### config.mk
export PLATFORM = sky130hd
export DESIGN_NAME = axis_ddr_adc_capture
export DESIGN_NICKNAME = d
export VERILOG_FILES = /design/src/rtl/axis_ddr_adc_capture.sv
export SDC_FILE = /design/constraint.sdc
export NUM_CORES = 1
export LEC_CHECK = 0
export CAP_MARGIN = 10
export CORE_MARGIN = 4
export CORE_UTILIZATION = 35
export CTS_CLUSTER_SIZE = 16
export DETAILED_ROUTE_END_ITERATION = 12
export HOLD_SLACK_MARGIN = 0.02
export SETUP_SLACK_MARGIN = 0.15
export SYNTH_ARGS = -nofsm -noshare
export SYNTH_HDL_FRONTEND = slang
export SYNTH_SLANG_ARGS = --single-unit
### constraint.sdc
create_clock -name aclk -period 2.1 [get_ports aclk]
set_input_delay 0.42 -clock aclk [delete_from_list [all_inputs] [get_ports aclk]]
set_output_delay 0.42 -clock aclk [all_outputs]
set_load 0.01 [all_outputs]
### src/rtl/axis_ddr_adc_capture.sv
// Purpose: de-interleave a DDR ADC bus into channel A/B, format each channel, and stream pairs on AXIS inside an armed/triggered/length-counted window.
// Latency: A at rising edge k (B at the next falling edge) reaches the format register after edge k+2 and m_axis_tdata after edge k+3.
// Backpressure: single output register; a pair offered while a beat is stalled is dropped and counted, never queued.
module axis_ddr_adc_capture #(
    parameter int ADC_DATA_WIDTH   = 14,
    parameter int AXIS_TDATA_WIDTH = 32,
    parameter int CNTR_WIDTH       = 32
) (
    input  logic                        aclk,
    input  logic                        aresetn,
    input  logic [ADC_DATA_WIDTH-1:0]   adc_data,
    input  logic [CNTR_WIDTH-1:0]       cfg_length,
    input  logic                        cfg_swap,
    input  logic                        cfg_offset_bin,
    input  logic                        cfg_continuous,
    input  logic                        arm,
    input  logic                        stop,
    input  logic                        trg_flag,
    input  logic                        m_axis_tready,
    output logic                        m_axis_tvalid,
    output logic [AXIS_TDATA_WIDTH-1:0] m_axis_tdata,
    output logic                        m_axis_tlast,
    output logic                        sts_busy,
    output logic                        sts_overflow,
    output logic [CNTR_WIDTH-1:0]       sts_drops
);

    localparam int HALF = AXIS_TDATA_WIDTH / 2;

    typedef enum logic [1:0] {
        S_IDLE  = 2'd0,
        S_ARMED = 2'd1,
        S_RUN   = 2'd2
    } state_t;

    state_t state;
    state_t state_nxt;

    // DDR capture registers; behavioural equivalent of IDDRE1 SAME_EDGE_PIPELINED
    logic [ADC_DATA_WIDTH-1:0] rise_q;
    logic [ADC_DATA_WIDTH-1:0] fall_q;
    logic [ADC_DATA_WIDTH-1:0] pair_a;
    logic [ADC_DATA_WIDTH-1:0] pair_b;

    logic [AXIS_TDATA_WIDTH-1:0] fmt_q;
    logic [CNTR_WIDTH-1:0]       cnt;

    logic arm_ok;
    logic offer;
    logic load;
    logic drop;
    logic last_beat;

    // Offset-binary correction (MSB flip) followed by sign extension to half the bus
    function automatic logic [HALF-1:0] fmt_ch(input logic [ADC_DATA_WIDTH-1:0] s,
                                               input logic ob);
        logic [ADC_DATA_WIDTH-1:0] t;
        t = s;
        t[ADC_DATA_WIDTH-1] = t[ADC_DATA_WIDTH-1] ^ ob;
        return HALF'($signed(t));
    endfunction

    // Rising-edge sample of channel A
    always_ff @(posedge aclk or negedge aresetn) begin
        if (!aresetn) rise_q <= '0;
        else          rise_q <= adc_data;
    end

    // Falling-edge sample of channel B
    always_ff @(negedge aclk or negedge aresetn) begin
        if (!aresetn) fall_q <= '0;
        else          fall_q <= adc_data;
    end

    // Re-time both halves onto the same rising edge so the pair moves together
    always_ff @(posedge aclk or negedge aresetn) begin
        if (!aresetn) begin
            pair_a <= '0;
            pair_b <= '0;
        end else begin
            pair_a <= rise_q;
            pair_b <= fall_q;
        end
    end

    // Format register: per-channel conversion and lane ordering
    always_ff @(posedge aclk or negedge aresetn) begin
        if (!aresetn) begin
            fmt_q <= '0;
        end else if (cfg_swap) begin
            fmt_q <= {fmt_ch(pair_a, cfg_offset_bin), fmt_ch(pair_b, cfg_offset_bin)};
        end else begin
            fmt_q <= {fmt_ch(pair_b, cfg_offset_bin), fmt_ch(pair_a, cfg_offset_bin)};
        end
    end

    // FSM state register
    always_ff @(posedge aclk or negedge aresetn) begin
        if (!aresetn) state <= S_IDLE;
        else          state <= state_nxt;
    end

    // FSM next-state logic; stop wins over arm and trigger
    always_comb begin
        state_nxt = state;
        case (state)
            S_IDLE:  if (arm_ok) state_nxt = S_ARMED;
            S_ARMED: begin
                if (stop)          state_nxt = S_IDLE;
                else if (trg_flag) state_nxt = S_RUN;
            end
            S_RUN: begin
                if (stop)                   state_nxt = S_IDLE;
                else if (load && last_beat) state_nxt = S_IDLE;
            end
            default: state_nxt = S_IDLE;
        endcase
    end

    // FSM outputs: arm acceptance, per-cycle load/drop decision, end-of-window detect
    always_comb begin
        arm_ok    = (state == S_IDLE) && arm && !stop &&
                    ((cfg_length != '0) || cfg_continuous);
        offer     = (state == S_RUN) && !stop;
        load      = offer && (!m_axis_tvalid || m_axis_tready);
        drop      = offer && m_axis_tvalid && !m_axis_tready;
        last_beat = !cfg_continuous && (cnt == CNTR_WIDTH'(1));
    end

    // Beat down-counter, latched on an accepted arm
    always_ff @(posedge aclk or negedge aresetn) begin
        if (!aresetn)   cnt <= '0;
        else if (arm_ok) cnt <= cfg_length;
        else if (load)   cnt <= cnt - CNTR_WIDTH'(1);
    end

    // AXIS output register; data held while stalled, valid drops on handshake unless refilled
    always_ff @(posedge aclk or negedge aresetn) begin
        if (!aresetn) begin
            m_axis_tvalid <= 1'b0;
            m_axis_tdata  <= '0;
            m_axis_tlast  <= 1'b0;
        end else if (load) begin
            m_axis_tvalid <= 1'b1;
            m_axis_tdata  <= fmt_q;
            m_axis_tlast  <= last_beat;
        end else if (m_axis_tready) begin
            m_axis_tvalid <= 1'b0;
        end
    end

    // Drop accounting: saturating counter and sticky flag, both cleared by an accepted arm
    always_ff @(posedge aclk or negedge aresetn) begin
        if (!aresetn) begin
            sts_drops    <= '0;
            sts_overflow <= 1'b0;
        end else if (arm_ok) begin
            sts_drops    <= '0;
            sts_overflow <= 1'b0;
        end else if (drop) begin
            sts_overflow <= 1'b1;
            if (sts_drops != '1) sts_drops <= sts_drops + CNTR_WIDTH'(1);
        end
    end

    // Registered busy flag tracking the next state
    always_ff @(posedge aclk or negedge aresetn) begin
        if (!aresetn) sts_busy <= 1'b0;
        else          sts_busy <= (state_nxt != S_IDLE);
    end

endmodule

==> impl_metrics.csv <==
group,metric,value,unit
yosys,yosys-top-cells-area,"dfrtp_1, nand2_1, dfrtn_1",
critical_path,crit_family,"simple AND/OR/NAND/NOR gates",
power,switching_share,28.69,%
run_status,violations,"negative setup slack",
sta,worst_pin_slew,0.4316,ns
die,die_w,156.0,um
yosys,ys_types,61,
yosys,synth_area_leader_cell,"dfrtp_1",
critical_path,r2r_slack,-0.02,ns
global_routing,first_global_vias,6529,
yosys,synth-edff-count,0,
yosys,synth_top_flop_cell,"dfrtp_1",
critical_path,path_cells,"or4_4 -> nor4_4 -> nand3_2 -> or4_1 -> a31o_1",
yosys,syn_avg_cell_area,10.91,um^2
finish,finalNetCount,1038,
sta,finalHoldViolCount,0,
sta,final-setup-viol-count,1,
finish,fin_area,11660,um^2
clock_tree,cts_max_path_buffers,2,
routing,routed_via_density,5.078,
power,power.density,808.1,nW/um^2
placed_design,io_buffer_count,122,
critical_path,crit_path_end_kind,"register",
sta,timing.hold.ws,0.3103,ns
die,start_util,36.03,%
critical_path,critPathLaunch,"cnt[10]",
clock_tree,cts_sinks,182,
critical_path,slowest_stage,"or4_4",
sta,rsz0062_at_grt,"true",
yosys,synth_most_common_cell,"dfrtp_1",
critical_path,path_class,"register to register",
sta,fmax,471.1,MHz
critical_path,worstPathRequired,2.42,ns
hold_path,hold_path_end,"cnt[11]",
power,p_leak,5.159,nW
routing,routed_wl,20950,um
clock_tree,clk_latency,0.42,ns
sta,relSlewSlack,71.23,%
power,intPower,6.719,mW
routing,drt_iter0_drc,344,
critical_path,startpoint_type,"register",
routing,vias,6439,
finish,drive_gt1_share,32.53,%
routing,first_pass_iters,4,
sta,tns,-0.02262,ns
clock_tree,cts_tree,"built",
power,ir_worst_vdd,617.3,uV
yosys,syn_inst,703,
hold_path,hold_class,"primary input to register",
die,num_rows,53,
yosys,synthTopCellsByCount,"dfrtp_1, nand2_1, a21oi_1",
clock_tree,clkTransAtPathRegs,0.07,ns
routing,drc,0,
global_routing,grt_overflow_total,0,
global_routing,grt_usage,17.23,%
die,dieArea,24340,um^2
sta,slew_viol_final,0,
critical_path,cp_slowest_stage_delay,0.60,ns
critical_path,path_buf_inv,0,
power,clockPowerShare,32.1,%
yosys,synth_warnings,0,
run_status,outcome,"finished with violations",
die,core-area,21290,um^2
finish,antennaDiodeCount,0,
yosys,synth_top_area_share,54.82,%
critical_path,rr_endpoint,"cnt[29]",
routing,route.met2.wl,10590,um
critical_path,r2r_start,"cnt[10]",
routing,wire_per_inst,16.52,um
critical_path,reg2reg_depth,5,
clock_tree,htreeDepth,4,
global_routing,grt_max_degree,67,
flow_run,drv_cap,0,
sta,fin_ws,-0.02262,ns
yosys,seq_area_frac_synth,59.39,%
critical_path,critPathMaxFanout,4,
yosys,synthArstFlopShare,100.0,%
routing,top_layer,"met5",
placed_design,placed_area,10320,um^2
sta,period_needed,2.123,ns
power,pwr-share-seq,45.6,%
placed_design,routabilityCongestion,0.8480,
yosys,syn_nets,761,
power,p_switching,2.703,mW
clock_tree,cts_buffers,17,
die,pin_count,123,
routing,ant_nets,0,
global_routing,grt_pass1_wl,33730,um
yosys,synth_area,7669,um^2
placed_design,dp_hpwl,14340,um
power,comb_power_share,22.3,%
routing,met1_length,9168,um
clock_tree,cts-root-buf,"clkbuf_16",
yosys,ys_ff_latch,182,
routing,wl_met3,961,um
sta,timing.final.crit_share,101.1,%
sta,fin_skew,0.02985,ns
global_routing,antenna_found_initial,1,
hold_path,min_path_cells,3,
critical_path,arrival,2.44,ns
finish,syn_to_final_growth,52.03,%
die,fp.dieH,156.0,um
hold_path,hp-start,"cfg_length[11]",
## area by class of cell
type	count	area, um^2
Sequential cell	182	4559
Tap cell	275	344.1
Timing Repair Buffer	292	2724
Clock inverter	12	106.4
Multi-Input combinational cell	478	3445
Fill cell	1829	9628
Inverter	9	33.78
Clock buffer	20	446.7
## worst reg2reg max path, cell delays in order, from the launching register on
cell	delay, ns
dfrtp_1	0.38
or4_4	0.60
nor4_4	0.26
nand3_2	0.13
or4_1	0.42
a31o_1	0.23
## logic make-up (layout without fill, tap and decap cells)
group	count (synthesis)	count (layout)	share of synthesized area, %
adders and majority gates	3	3	0.4895
and+or+nand+nor	309	309	21.11
buffers and inverters	43	333	2.496
xor gates and xnor gates	16	16	1.827
muxes	30	30	4.340
AOI/OAI and AO/OA	120	120	10.34
DFF	182	182	59.39
## cells in the final DEF, fill, tap and decap left out, drive strengths merged, types with 4 or more instances in the layout
master,instances
buf,170
dfrtp,168
nand2,133
clkdlybuf4s50,101
a21oi,31
nand3,27
o21ai,27
mux2,26
nand4,22
nor2,22
o31ai,21
clkbuf,20
or4,20
nor3,18
inv,18
dlymetal6s2s,17
dfrtn,14
or3,14
nor4,14
and3,12
xor2,10
o211ai,9
and4,8
a221o,7
xnor2,6
a21o,6
mux2i,4
a31o,4
## power by group through the flow
stage          logic (mW)  registers (mW)  clock network, mW
5_1_grt              2.31            4.36               3.28
4_1_cts              2.04            4.29               3.11
6_report             2.10            4.29               3.02
2_1_floorplan       0.710            4.42                  0
3_3_place_gp         1.97            4.33                  0
3_5_place_dp         1.98            4.35                  0
## metal layers
| layer | vias to the layer above | global-route usage [%] |
|---|---|---|
| met5 | - | 0 |
| met4 | 2 | 4.877 |
| li1 | 3112 | - |
| met2 | 117 | 28.29 |
| met1 | 3192 | 22.74 |
| met3 | 16 | 4.355 |
## per-stage QoR
stage / utilization [%] / cells / setup slack [ns] / power [mW]
2_1_floorplan: - / 703 / -0.03311 / 5.132
3_3_place_gp: 48.47 / 1209 / -0.4921 / 6.297
3_5_place_dp: 48.47 / 1209 / -0.5120 / 6.330
4_1_cts: 52.43 / 1250 / -0.01192 / 9.435
5_1_grt: 54.77 / 1268 / -0.09993 / 9.943
6_report: 54.77 / 1268 / -0.02262 / 9.422
## state kept, by name, indices dropped and copies added, names as in the netlist
name	flops
fall_q	14
pair_a	14
cnt	32
fmt_q	28
m_axis_tdata	28
m_axis_tlast	1
state	2
sts_overflow	1
sts_drops	32
sts_busy	1
rise_q	14
m_axis_tvalid	1
pair_b	14
## worst max-delay path by stage
stage	to	slack, ns	depth (start not counted)
4_1_cts	cnt[29]	-0.01	5
2_1_floorplan	cnt[29]	-0.03	5
3_5_place_dp	cnt[16]	-0.51	7
3_3_place_gp	cnt[16]	-0.49	7
6_report	cnt[29]	-0.02	5
5_1_grt	cnt[29]	-0.1	5
## repair_timing
item	CTS	global route
gates cloned	0	1
hold endpoints to repair	26	0
endpoints found under the setup margin	96	60
pin swaps	23	50
buffers inserted	8	17
gates resized for setup	55	97
hold buffers	1	0
No activity file was read; power rests on OpenSTA's default activity.
